==> config.mk <==
export PLATFORM = sky130hd
export DESIGN_NAME = sram_mem_ctrl_flat
export DESIGN_NICKNAME = d
export VERILOG_FILES = /design/src/rtl/sram_mem_ctrl_pkg.sv /design/src/rtl/sram_mem_ctrl_if.sv /design/src/rtl/sram_wait_counter.sv /design/src/rtl/sram_mem_ctrl.sv /design/src/flat_wrapper.sv
export SDC_FILE = /design/constraint.sdc
export NUM_CORES = 1
export LEC_CHECK = 0
export BUFFER_PORTS_ARGS = -buffer_cell sky130_fd_sc_hd__buf_2
export CORE_AREA = 2 2 103 105
export DETAILED_ROUTE_END_ITERATION = 10
export DIE_AREA = 0 0 105 107
export PLACE_DENSITY_LB_ADDON = 0.15
export SETUP_SLACK_MARGIN = 0.5
export SKIP_LAST_GASP = 1
export SYNTH_ARGS = -nofsm -noshare
export SYNTH_HDL_FRONTEND = slang
export SYNTH_SLANG_ARGS = --single-unit
export TNS_END_PERCENT = 20
==> constraint.sdc <==
create_clock -name clk -period 9.05 [get_ports clk]
set_clock_uncertainty 0.2 [all_clocks]
set_input_delay 0 -clock clk [delete_from_list [all_inputs] [get_ports clk]]
set_output_delay 0 -clock clk [all_outputs]
set_load 0.02 [all_outputs]
==> src/rtl/sram_mem_ctrl_pkg.sv <==
// Shared FSM encodings, default parameters and the latched request record
// for the MEM-stage SRAM controller.
package sram_mem_ctrl_pkg;

    localparam logic [1:0] ST_IDLE = 2'd0;
    localparam logic [1:0] ST_LO   = 2'd1;
    localparam logic [1:0] ST_HI   = 2'd2;
    localparam logic [1:0] ST_DONE = 2'd3;

    localparam int unsigned DEF_BASE_ADDR   = 1024;
    localparam int unsigned DEF_SRAM_AW     = 18;
    localparam int unsigned DEF_WAIT_STATES = 1;

    typedef struct packed {
        logic        wr;
        logic [31:0] addr;
        logic [31:0] wdata;
    } req_t;

    function automatic int unsigned cnt_width(input int unsigned ws);
        return (ws == 0) ? 1 : $clog2(ws + 1);
    endfunction

endpackage

==> src/rtl/sram_mem_ctrl_if.sv <==
// CPU-side MEM-stage bus: level load/store request in, completion pulse,
// load word and pipeline freeze out.
interface sram_mem_ctrl_if;
    logic        mem_r_en;
    logic        mem_w_en;
    logic [31:0] addr;
    logic [31:0] wdata;
    logic [31:0] rdata;
    logic        ready;
    logic        freeze;

    modport master (output mem_r_en, mem_w_en, addr, wdata, input rdata, ready, freeze);
    modport slave  (input mem_r_en, mem_w_en, addr, wdata, output rdata, ready, freeze);
endinterface

==> src/rtl/sram_wait_counter.sv <==
// Phase-length counter: counts 0..WAIT_STATES while enabled and wraps,
// flagging the last cycle of each SRAM halfword phase.
module sram_wait_counter
    import sram_mem_ctrl_pkg::*;
#(
    parameter int unsigned WAIT_STATES = DEF_WAIT_STATES
) (
    input  logic clk,
    input  logic rst_n,
    input  logic clr,
    input  logic en,
    output logic last
);
    localparam int unsigned   CW       = cnt_width(WAIT_STATES);
    localparam logic [CW-1:0] LAST_CNT = CW'(WAIT_STATES);

    logic [CW-1:0] cnt;

    assign last = (cnt == LAST_CNT);

    always_ff @(posedge clk or negedge rst_n) begin
        if (!rst_n) begin
            cnt <= '0;
        end else if (clr) begin
            cnt <= '0;
        end else if (en) begin
            cnt <= last ? '0 : cnt + 1'b1;
        end
    end
endmodule

==> src/rtl/sram_mem_ctrl.sv <==
// Splits a 32-bit load/store into two halfword cycles on an async 16-bit SRAM.
// Latency: ready pulses 1+2*(WAIT_STATES+1) cycles after the request is seen in IDLE.
// Backpressure: freeze holds the pipeline while a request is pending and not yet ready.
module sram_mem_ctrl
    import sram_mem_ctrl_pkg::*;
#(
    parameter int unsigned BASE_ADDR   = DEF_BASE_ADDR,
    parameter int unsigned SRAM_AW     = DEF_SRAM_AW,
    parameter int unsigned WAIT_STATES = DEF_WAIT_STATES
) (
    input  logic               clk,
    input  logic               rst_n,
    sram_mem_ctrl_if.slave     bus,
    output logic [SRAM_AW-1:0] sram_addr,
    output logic [15:0]        sram_dq_out,
    input  logic [15:0]        sram_dq_in,
    output logic               sram_dq_oe,
    output logic               sram_we_n,
    output logic               sram_oe_n
);
    localparam logic [31:0] BASE = 32'(BASE_ADDR);

    logic [1:0]     state;
    logic [1:0]     nxt_state;
    req_t           req_q;
    req_t           req_n;
    logic [SRAM_AW:0] off;
    logic [15:0]    lo_q;
    logic           cnt_last;
    logic           in_phase;
    logic           act_n;
    logic           hw_n;
    logic           ready;
    logic           unused_off;

    // Request fields are only taken from the bus in IDLE; afterwards the latched copy rules.
    always_comb begin
        req_n = req_q;
        if (state == ST_IDLE) begin
            req_n.wr    = bus.mem_w_en;
            req_n.addr  = bus.addr;
            req_n.wdata = bus.wdata;
        end
    end

    // Low bits of a difference depend only on low bits, so the narrow subtract is exact.
    assign off        = req_n.addr[SRAM_AW:0] - BASE[SRAM_AW:0];
    assign unused_off = ^off[1:0];

    always_comb begin
        nxt_state = state;
        case (state)
            ST_IDLE: if (bus.mem_r_en | bus.mem_w_en) nxt_state = ST_LO;
            ST_LO:   if (cnt_last) nxt_state = ST_HI;
            ST_HI:   if (cnt_last) nxt_state = ST_DONE;
            default: nxt_state = ST_IDLE;
        endcase
    end

    assign in_phase = (state == ST_LO) || (state == ST_HI);
    assign act_n    = (nxt_state == ST_LO) || (nxt_state == ST_HI);
    assign hw_n     = (nxt_state == ST_HI);

    sram_wait_counter #(.WAIT_STATES(WAIT_STATES)) u_wait (
        .clk   (clk),
        .rst_n (rst_n),
        .clr   (~in_phase),
        .en    (in_phase),
        .last  (cnt_last)
    );

    // SRAM pins are registered from next-state so strobes change cleanly on the clock edge.
    always_ff @(posedge clk or negedge rst_n) begin
        if (!rst_n) begin
            state       <= ST_IDLE;
            req_q       <= '0;
            lo_q        <= '0;
            bus.rdata   <= '0;
            sram_addr   <= '0;
            sram_dq_out <= '0;
            sram_dq_oe  <= 1'b0;
            sram_we_n   <= 1'b1;
            sram_oe_n   <= 1'b1;
        end else begin
            state      <= nxt_state;
            req_q      <= req_n;
            sram_dq_oe <= act_n & req_n.wr;
            sram_we_n  <= ~(act_n & req_n.wr);
            sram_oe_n  <= ~(act_n & ~req_n.wr);
            if (act_n) begin
                sram_addr <= {off[SRAM_AW:2], hw_n};
            end
            if (act_n && req_n.wr) begin
                sram_dq_out <= hw_n ? req_n.wdata[31:16] : req_n.wdata[15:0];
            end
            if (state == ST_LO && cnt_last) begin
                lo_q <= sram_dq_in;
            end
            // Publish the whole word at once so rdata never shows a half-updated load.
            if (state == ST_HI && cnt_last && !req_q.wr) begin
                bus.rdata <= {sram_dq_in, lo_q};
            end
        end
    end

    assign ready      = (state == ST_DONE);
    assign bus.ready  = ready;
    assign bus.freeze = (bus.mem_r_en | bus.mem_w_en) & ~ready;
endmodule
==> src/flat_wrapper.sv <==
// flat-port wrapper written by rule: the top's interface ports become plain ports
module sram_mem_ctrl_flat import sram_mem_ctrl_pkg::*;
#(
    parameter int unsigned BASE_ADDR   = DEF_BASE_ADDR,
    parameter int unsigned SRAM_AW     = DEF_SRAM_AW,
    parameter int unsigned WAIT_STATES = DEF_WAIT_STATES
)
  (clk, rst_n, sram_addr, sram_dq_out, sram_dq_in, sram_dq_oe, sram_we_n, sram_oe_n, bus_mem_r_en, bus_mem_w_en, bus_addr, bus_wdata, bus_rdata, bus_ready, bus_freeze);
  sram_mem_ctrl_if bus_i ();
  input  logic clk;
  input  logic rst_n;
  output logic [SRAM_AW-1:0] sram_addr;
  output logic [15:0] sram_dq_out;
  input  logic [15:0] sram_dq_in;
  output logic sram_dq_oe;
  output logic sram_we_n;
  output logic sram_oe_n;
  input wire logic [$bits(bus_i.mem_r_en)-1:0] bus_mem_r_en;
  input wire logic [$bits(bus_i.mem_w_en)-1:0] bus_mem_w_en;
  input wire logic [$bits(bus_i.addr)-1:0] bus_addr;
  input wire logic [$bits(bus_i.wdata)-1:0] bus_wdata;
  output wire logic [$bits(bus_i.rdata)-1:0] bus_rdata;
  output wire logic [$bits(bus_i.ready)-1:0] bus_ready;
  output wire logic [$bits(bus_i.freeze)-1:0] bus_freeze;
  assign bus_i.mem_r_en = bus_mem_r_en;
  assign bus_i.mem_w_en = bus_mem_w_en;
  assign bus_i.addr = bus_addr;
  assign bus_i.wdata = bus_wdata;
  assign bus_rdata = bus_i.rdata;
  assign bus_ready = bus_i.ready;
  assign bus_freeze = bus_i.freeze;
  sram_mem_ctrl #(.BASE_ADDR(BASE_ADDR), .SRAM_AW(SRAM_AW), .WAIT_STATES(WAIT_STATES)) u_core (.clk(clk), .rst_n(rst_n), .bus(bus_i), .sram_addr(sram_addr), .sram_dq_out(sram_dq_out), .sram_dq_in(sram_dq_in), .sram_dq_oe(sram_dq_oe), .sram_we_n(sram_we_n), .sram_oe_n(sram_oe_n));
endmodule
==> results.cfg, run 1 <==
[placed_design]
dpl_cell_area_sq_mm = 0.00635
dp_hpwl_um = 7180
gp_congestion = 0.821
pre_cts_ws_ps = 5460
port_buffers = 139

[routing]
routed_via_density = 5.14
vias = 3833
wl_per_cell_um = 16.2
drt_pre_antenna_iters = 6
drc = 0
first_iter_violations = 139
ant_nets = 0
wl_um = 12100

[logic_synthesis]
synth_top_family_by_area = multiplexers
yosysMostFrequentCell = dfrtp_1
synth_area_leaders = dfrtp_1, mux2_2, mux2i_1, o21ai_0, nand2_1
synth_async_sr_flop_share = 1.00
synth-seq-cells = 138
yosys_warnings = 0
syn-cell-area_sq_mm = 0.00554
muxShareOfSynthArea = 0.247
synthTopCellsByCount = dfrtp_1, mux2_2, nand2_1
yosys.area_share.simple = 0.0436
synth-compound-area-share = 0.0388
netlist.top_cell.by_area = dfrtp_1
ys_seq_area_frac = 0.623
syn_nets = 476
yosys.area_share.adder = 0.0135
netlist.area_leader.share = 0.614
yosysUniqueCellTypes = 39
synth-xor-area-share = 0.00948
avgSynthCellArea_sq_um = 14.4
synth_edf_count = 0
synthCells = 386
synth_flop_cell = dfrtp_1

[layout]
diodes = 0
fin_area_sq_mm = 0.00775
drive_above_1_share = 0.466
areaGrowthSynthToFinish_pct = 39.9
nFillCells = 659
nets = 688

[worst_setup_path]
reg2reg_from = u_core.state[0]
crit_chain = inv_1 > ha_2 > buf_4 > o31ai_1 > a21o_1 > ha_1 > inv_1 > and3_1 > mux2i_1 > o211a_1
required_ps = 9290
r2r_end = u_core.sram_addr[14]
crit_path_max_fanout = 62
reg2reg_depth = 10
critPathMostFrequentCell = inv_1
cp-end-kind = register
critPathMaxStageDelay_ps = 650
worst_path_max_delay_cell = ha_1
start_kind = register
worst_ep_arrival_time_ps = 3820
r2r_slack_ps = 5470
worstSetupPathType = reg2reg

[power]
combPwrFrac = 0.421
clkPwrFrac = 0.245
sequentialPowerShare = 0.334
p_switching_mw = 1.15
internal_power_mw = 2.10
p_per_area_mw_per_mm2 = 420
switching_share = 0.354
peakVddDrop_mv = 0.238
p_leak_nw = 3.71

[cts]
cts.sinks = 138
root_buffer = clkbuf_8
post_cts_resized = 0
cts_max_path_buffers = 2
cts_buffers = 17
cts_max_level = 4
clkTransAtPathRegs_ps = 60
tritoncts = built
clk_latency_ps = 510

[floorplan]
initial_core_util = 0.549
fp.dieW_um = 105
io_pins = 155
coreArea_sq_mm = 0.0101
row_count = 37
die_area_sq_mm = 0.0112
fp.dieH_um = 107

[sta]
timing.fmax_mhz = 280
setup_viol = 0
post-route-period-util = 0.395
tightest_slew_ps = 924
final.setup.tns_ps = 0
period_needed_ps = 3580
final-hold-violation-count = 0
fin_ws_ps = 5470
slew_viol_final = 0
maxSlewHeadroom = 0.384
grt_setup_unrepaired = no

[min_path]
hp-class = in2reg
hold_end = u_core.req_q[39]
hp-start = bus_addr[7]
hold_depth = 3

[grt]
grt-ovfl-total = 0
grt_usage = 0.230
grt_start_max_net_pins = 76
grt_antenna_before_repair = 0
first_global_vias = 4132
grt_pass1_wl_um = 20000

[flow_run]
drv_cap = 0

[run_status]
status = finished clean
[worst max path at each step]
stage / startpoint / end / cells after the start
3_3_place_gp: u_core.state[0] / u_core.sram_addr[14] / 10
5_1_grt: u_core.state[0] / u_core.sram_addr[14] / 10
2_1_floorplan: u_core.state[0] / u_core.sram_addr[17] / 12
3_5_place_dp: u_core.state[0] / u_core.sram_addr[14] / 10
4_1_cts: u_core.state[0] / u_core.sram_addr[14] / 10
6_report: u_core.state[0] / u_core.sram_addr[14] / 10
[sequential cells by signal (all words and copies together), names as in the netlist]
signal / cells
u_core.sram_dq_oe: 1
u_core.sram_dq_out: 16
u_core.sram_addr: 18
u_core.lo_q: 16
u_core.sram_we_n: 1
u_core.sram_oe_n: 1
u_core.u_wait.last: 1
u_core.bus.rdata: 32
u_core.state: 2
u_core.req_q: 50
[power by group through the flow]
stage                     sequential [mW]  combinational (mW)  clock (mW)
after floorplan                      1.26               0.820           0
after CTS                            1.09                1.38       0.807
after detailed placement             1.09                1.34           0
after global placement               1.07                1.31           0
after global routing                 1.12                1.50       0.837
final                                1.09                1.37       0.797
[through the flow]
stage           util  hold WS [ps]  std cells  power (mW)
2_1_floorplan      -          -496        386        2.08
3_3_place_gp   0.629          -193        645        2.38
3_5_place_dp   0.629          -183        645        2.44
4_1_cts        0.768          46.9        746        3.27
5_1_grt        0.768          55.9        746        3.46
6_report       0.768          65.9        746        3.25
[per-layer routing]
| layer | GRT usage | wire, um | share of wire |
|---|---|---|---|
| met1 | 0.274 | 5010 | 0.41 |
| met2 | 0.402 | 6290 | 0.52 |
| met3 | 0.0632 | 617 | 0.051 |
| met4 | 0.0857 | 185 | 0.015 |
| met5 | 0 | 0 | 0 |
[what timing repair did]
action                    in CTS  in global routing
setup buffers                  0                  0
hold endpoints to repair     181                  0
hold buffers                  70                  0
[kinds of logic after synthesis]
logic type / Yosys count
AND/OR/NAND/NOR: 47
AO/OA/AOI/OAI: 35
XOR/XNOR: 6
flip-flops: 138
buffers and inverters: 30
adder cells (fa/ha/maj): 6
multiplexers: 124
[critical path, delay by kind of cell (launching register included)]
family,cells,cell delay [ps]
fa+ha+maj,2,810
simple gates,1,270
buf+inv,3,1120
compound gates,3,550
flops,1,430
mux,1,130
[cells in the final DEF (no fill, tap or decap), drive strengths merged, types with 4 or more instances in the layout]
cell           n
buf          143
bufinv         7
clkbuf        19
dfrtp        136
dlygate4sd3   69
ha             6
inv           11
mux2         103
mux2i         21
nand2         27
nor2           4
o21ai         24
xnor2          4
[layout make-up]
class                      instances  area (sq um)  area share
timing repair buffer             212          1440       0.186
sequential                       138          3460       0.446
clock buffer                      19           442      0.0570
tap                              136           170      0.0219
clock inverter                    12           244      0.0315
inverter                          11          41.3     0.00533
multi-input combinational        218          1960       0.252
(Power assumes the default switching activity.)
==> run 2: changes to the inputs <==
--- a/config.mk
+++ b/config.mk
@@ -5,10 +5,11 @@
 export SDC_FILE = /design/constraint.sdc
 export NUM_CORES = 1
 export LEC_CHECK = 0
+export ABC_AREA = 1
 export BUFFER_PORTS_ARGS = -buffer_cell sky130_fd_sc_hd__buf_2
-export CORE_AREA = 2 2 103 105
+export CORE_AREA = 2 2 113 115
 export DETAILED_ROUTE_END_ITERATION = 10
-export DIE_AREA = 0 0 105 107
+export DIE_AREA = 0 0 115 117
 export PLACE_DENSITY_LB_ADDON = 0.15
 export SETUP_SLACK_MARGIN = 0.5
 export SKIP_LAST_GASP = 1
==> constraint.sdc (replaced) <==
create_clock -name clk -period 2.9 [get_ports clk]
set_clock_uncertainty 0.2 [all_clocks]
set_input_delay 0 -clock clk [delete_from_list [all_inputs] [get_ports clk]]
set_output_delay 0 -clock clk [all_outputs]
set_load 0.02 [all_outputs]
==> results.cfg, run 2 <==
[logic_synthesis]
netlist.area_leader.share = 0.603
avgSynthCellArea_sq_um = 9.27
syn-cell-area_sq_mm = 0.00565
yosysUniqueCellTypes = 25
synthCells = 609
synthTopCellsByCount = nand2_1, dfrtp_1, o21ai_0
synth_edf_count = 0
netlist.top_cell.by_area = dfrtp_1
synth_async_sr_flop_share = 1.00
synth_flop_cell = dfrtp_1
synth-seq-cells = 138
ys_seq_area_frac = 0.612
synth_area_leaders = dfrtp_1, nand2_1, o21ai_0, mux2_2, inv_1
yosys_warnings = 0
yosysMostFrequentCell = nand2_1
syn_nets = 699

[layout]
areaGrowthSynthToFinish_pct = 40.9
layout_commonest_cell = nand2_1
mostFrequentLayoutCells = nand2_1, buf_2, dfrtp_1
regMostFlops = u_core.req_q
nFillCells = 1018
largest_reg_flops = 50
diodes = 0
drive_above_1_share = 0.289
largestRegisters = u_core.req_q x50, u_core.bus.rdata x32, u_core.sram_addr x18
nets = 919
utilization = 0.646

[worst_setup_path]
reg2reg_from = u_core.state[0]
crit_end = u_core.sram_dq_out[2]
crit_path_max_fanout = 17
required_ps = 2990
start_kind = register
cp-end-kind = register
reg2reg_depth = 12
startpoint = u_core.state[0]
r2r_end = u_core.sram_dq_out[2]
r2r_slack_ps = 550
worst_ep_arrival_time_ps = 2440
worstSetupPathType = reg2reg

[placed_design]
pre_cts_ws_ps = 129
gp_congestion = 0.807
dp_hpwl_um = 8090
port_buffers = 139

[power]
peakVddDrop_mv = 0.972
p_leak_nw = 4.21
power_mw = 10.7
p_per_area_mw_per_mm2 = 1350

[cts]
tritoncts = built
cts.sinks = 138
clkTransAtPathRegs_ps = 50
cts_buffers = 17
root_buffer = clkbuf_16
cts_max_level = 4
clk_latency_ps = 410
cts_max_path_buffers = 2

[sta]
post-route-period-util = 0.810
tightest_slew_ps = 466
maxSlewHeadroom = 0.689
setup_viol = 0
grt_setup_unrepaired = yes
final-hold-violation-count = 0
whs_ps = 150
final.setup.tns_ps = 0
slew_viol_final = 0
timing.fmax_mhz = 426
period_needed_ps = 2350
fin_ws_ps = 552

[routing]
routed_via_density = 4.79
drc = 0
first_iter_violations = 235
ant_nets = 0
wl_um = 13500
wl_per_cell_um = 13.6
vias = 4748
drt_pre_antenna_iters = 5

[grt]
grt_start_max_net_pins = 70
grt_usage = 0.210
grt-ovfl-total = 0
first_global_vias = 4626
grt_pass1_wl_um = 21900
grt_antenna_before_repair = 0

[floorplan]
fp.dieH_um = 117
io_pins = 155
fp.dieW_um = 115
initial_core_util = 0.459
row_count = 41
die_area_sq_mm = 0.0135
coreArea_sq_mm = 0.0123

[run_status]
status = finished clean

[flow_run]
drv_cap = 0

[min_path]
hp-class = in2reg
## run 2: cells by family (layout without fill, tap and decap cells)
| logic type | after synthesis | after routing | share of synthesized area |
|---|---|---|---|
| DFF | 138 | 138 | 0.612 |
| and+or+nand+nor | 286 | 286 | 0.195 |
| adders and majority gates | 6 | 6 | 0.0133 |
| buffers and inverters | 75 | 308 | 0.0600 |
| AOI/OAI and AO/OA | 88 | 88 | 0.0877 |
| muxes | 16 | 16 | 0.0319 |
## run 2: timing repair
action / CTS / global route
buffers inserted: 7 / 6
hold buffers: 70 / 0
setup endpoints to repair: 31 / 33
gates cloned: 0 / 0
gates resized for setup: 8 / 13
pin swaps: 3 / 6
endpoints found under the hold margin: 255 / 0
## run 2: metal layers
layer  global-route usage  vias up  wire length, um
li1                     -     2357                -
met1                0.269     2260             6050
met2                0.337      119             6700
met3               0.0572       12              602
met4               0.0932        0              164
met5                    0        -                0
## run 2: area by class of cell
cell class	instances	area, sq um	area share
sequential	138	3460	0.434
multi-input combinational	396	1940	0.244
timing repair buffer	228	1580	0.199
clock buffer	26	519	0.0653
tap	150	188	0.0236
inverter	48	185	0.0233
clock inverter	6	83.8	0.0105
## run 2: power breakdown
part	leakage (nW)	total [mW]	switching, mW	internal [mW]
Combinational	2.23	5.20	3.30	1.89
Sequential	1.68	3.38	0.430	2.95
Clock	0.300	2.16	0.755	1.40
Total	4.21	10.7	4.49	6.24
## run 2: stage by stage
stage	instance area [sq um]	cells
after global routing	7960	992
after floorplan	5710	609
after CTS	7870	986
after detailed placement	6490	877
after global placement	6490	877
final	7960	992
## run 2: critical path, cell delays in order, from the launching register on
cell and delay (ps):
dfrtp_2 440, inv_2 120, ha_4 150, inv_1 40, o21ai_0 60, o21ai_0 100
a21oi_1 220, inv_1 120, ha_4 250, nor2_4 190, inv_4 160, nand2_1 100
o21ai_1 70
## run 2: worst min-delay path by stage
stage	startpoint	end	slack, ps	cells after the start
final	bus_addr[2]	u_core.req_q[34]	150	4
after global routing	bus_wdata[3]	u_core.req_q[3]	140	4
after floorplan	rst_n	u_core.bus.rdata[0]	-500	0
after CTS	bus_addr[8]	u_core.req_q[40]	130	4
after global placement	rst_n	u_core.bus.rdata[9]	-160	1
after detailed placement	rst_n	u_core.lo_q[9]	-150	1
==> run 3: changes to the inputs <==
--- a/config.mk
+++ b/config.mk
@@ -5,11 +5,11 @@
 export SDC_FILE = /design/constraint.sdc
 export NUM_CORES = 1
 export LEC_CHECK = 0
-export ABC_AREA = 1
+export ABC_AREA = 0
 export BUFFER_PORTS_ARGS = -buffer_cell sky130_fd_sc_hd__buf_2
-export CORE_AREA = 2 2 113 115
+export CORE_AREA = 2 2 112 114
 export DETAILED_ROUTE_END_ITERATION = 10
-export DIE_AREA = 0 0 115 117
+export DIE_AREA = 0 0 114 116
 export PLACE_DENSITY_LB_ADDON = 0.15
 export SETUP_SLACK_MARGIN = 0.5
 export SKIP_LAST_GASP = 1
==> constraint.sdc (replaced) <==
create_clock -name clk -period 1.9 [get_ports clk]
set_clock_uncertainty 0.2 [all_clocks]
set_input_delay 0 -clock clk [delete_from_list [all_inputs] [get_ports clk]]
set_output_delay 0 -clock clk [all_outputs]
set_load 0.02 [all_outputs]
==> results.cfg, run 3 (same netlist as run 1, synthesis figures left out) <==
[run_status]
status = complete, but fails checks
violations = negative hold slack, negative setup slack

[sta]
post-route-period-util = 1.39
fin_ws_ps = -744
timing.fmax_mhz = 378
grt_setup_unrepaired = yes
tightest_slew_ps = 575
final-hold-violation-count = 63
whs_ps = -329
maxSlewHeadroom = 0.616
period_needed_ps = 2640
setup_viol = 102
slew_viol_final = 0

[layout]
largestRegisters = u_core.req_q x50, u_core.bus.rdata x32, u_core.sram_addr x18
nets = 718
layout_commonest_cell = buf_2
largest_reg_flops = 50
mostFrequentLayoutCells = buf_2, dfrtp_1, mux2_2
nFillCells = 925
areaGrowthSynthToFinish_pct = 45.9
drive_above_1_share = 0.510
regMostFlops = u_core.req_q
diodes = 0

[cts]
cts_hold_buf = 64
cts_max_level = 4
root_buffer = clkbuf_16
cts_max_path_buffers = 2
tritoncts = built
clkTransAtPathRegs_ps = 50
clk_latency_ps = 410
cts.sinks = 138
cts_buffers = 17

[worst_setup_path]
crit_path_max_fanout = 5
critPathMaxStageDelay_ps = 460
worst_ep_arrival_time_ps = 2740
required_ps = 1990
startpoint = u_core.state[0]
worstSetupPathType = reg2reg
cp-end-kind = register
worst_path_max_delay_cell = or4b_4
cp.depth = 9
crit_family = multiplexers
start_kind = register
crit_chain = inv_2 > ha_4 > mux2_4 > inv_4 > ha_4 > or4b_4 > a221o_1 > xnor2_1 > mux2_4
reg2reg_depth = 9
path_buf_inv = 2
reg2reg_from = u_core.state[0]

[flow_run]
drv_cap = 0

[routing]
wl_um = 12600
first_iter_violations = 160
wl_per_cell_um = 15.9
vias = 3889
ant_nets = 0
drc = 0
drt_pre_antenna_iters = 4
routed_via_density = 4.94

[power]
power_mw = 16.7
peakVddDrop_mv = 1.11
p_leak_nw = 3.87
p_per_area_mw_per_mm2 = 2070

[placed_design]
port_buffers = 139
pre_cts_ws_ps = -806
dp_hpwl_um = 7730
gp_congestion = 0.791

[floorplan]
initial_core_util = 0.465
row_count = 40
io_pins = 155
fp.dieW_um = 114
coreArea_sq_mm = 0.0119
die_area_sq_mm = 0.0132
fp.dieH_um = 116

[min_path]
hp-class = in2reg
hold_depth = 3
hp-start = bus_addr[11]

[grt]
grt_start_max_net_pins = 60
grt-ovfl-total = 0
grt_antenna_before_repair = 0
grt_pass1_wl_um = 20300
grt_usage = 0.203
first_global_vias = 4158
run 3: changes by cell type in the layout (fill, tap and decap cells not counted), sizes merged, moves of 5 or more:
cell | before | now
nand3 | 8 | 0
mux2i | 0 | 21
inv | 48 | 12
nor2 | 36 | 4
a31oi | 9 | 0
dlygate4sd3 | 69 | 64
mux2 | 16 | 103
o21ai | 74 | 24
buf | 159 | 173
nand2 | 239 | 27
run 3: what timing repair did:
action	in CTS	in global routing
setup endpoints to repair	139	139
hold endpoints to repair	254	28
pin swaps	2	2
resized for setup	22	8
cloned	5	0
setup buffers	4	3
run 3: final cells by class:
cell class	instances	area, sq um	share of cell area
Clock buffer	24	462	0.0571
Clock inverter	8	143	0.0176
Inverter	11	51.3	0.00634
Multi-Input combinational cell	222	2100	0.259
Sequential cell	138	3460	0.427
Tap cell	147	184	0.0227
Timing Repair Buffer	237	1690	0.209
Timing Repair inverter	1	8.76	0.00108
run 3: through the flow:
| stage | hold WS (ps) | instance area (sq um) | TNS [ps] | util | cells |
|---|---|---|---|---|---|
| 5_1_grt | -328 | 8090 | -35410 | 0.679 | 788 |
| 6_report | -329 | 8090 | -26340 | 0.679 | 788 |
| 3_3_place_gp | -179 | 6650 | -33670 | 0.558 | 680 |
| 4_1_cts | -309 | 8040 | -21990 | 0.675 | 785 |
| 2_1_floorplan | -496 | 5670 | -30680 | - | 386 |
| 3_5_place_dp | -175 | 6650 | -37510 | 0.558 | 680 |
run 3: tightest hold or removal path, delay by kind of cell:
family                 cells  cell delay [ps]
buffers and inverters      2              160
multiplexers               1               90
run 3: report_power, final:
group	internal, mW	switching (mW)	leakage [nW]
logic	3.97	4.24	1.95
clock network	2.22	1.15	0.292
registers	4.52	0.627	1.63
total	10.7	6.02	3.87
run 3: routing by layer:
layer	GRT usage	up-vias	share of wire
li1	-	1842	-
met1	0.251	1927	0.44
met2	0.337	104	0.49
met3	0.0612	16	0.054
met4	0.0821	0	0.016
met5	0	-	0
run 3: worst paths after layout:
path	to	slack, ps
hold / removal	u_core.req_q[43]	-330
setup / recovery	u_core.sram_addr[17]	-740
min in group asynchronous	u_core.sram_dq_out[1]	-60
max in group asynchronous	u_core.sram_oe_n	880
setup reg to reg	u_core.sram_addr[17]	-740
hold reg to reg	u_core.sram_dq_out[11]	280
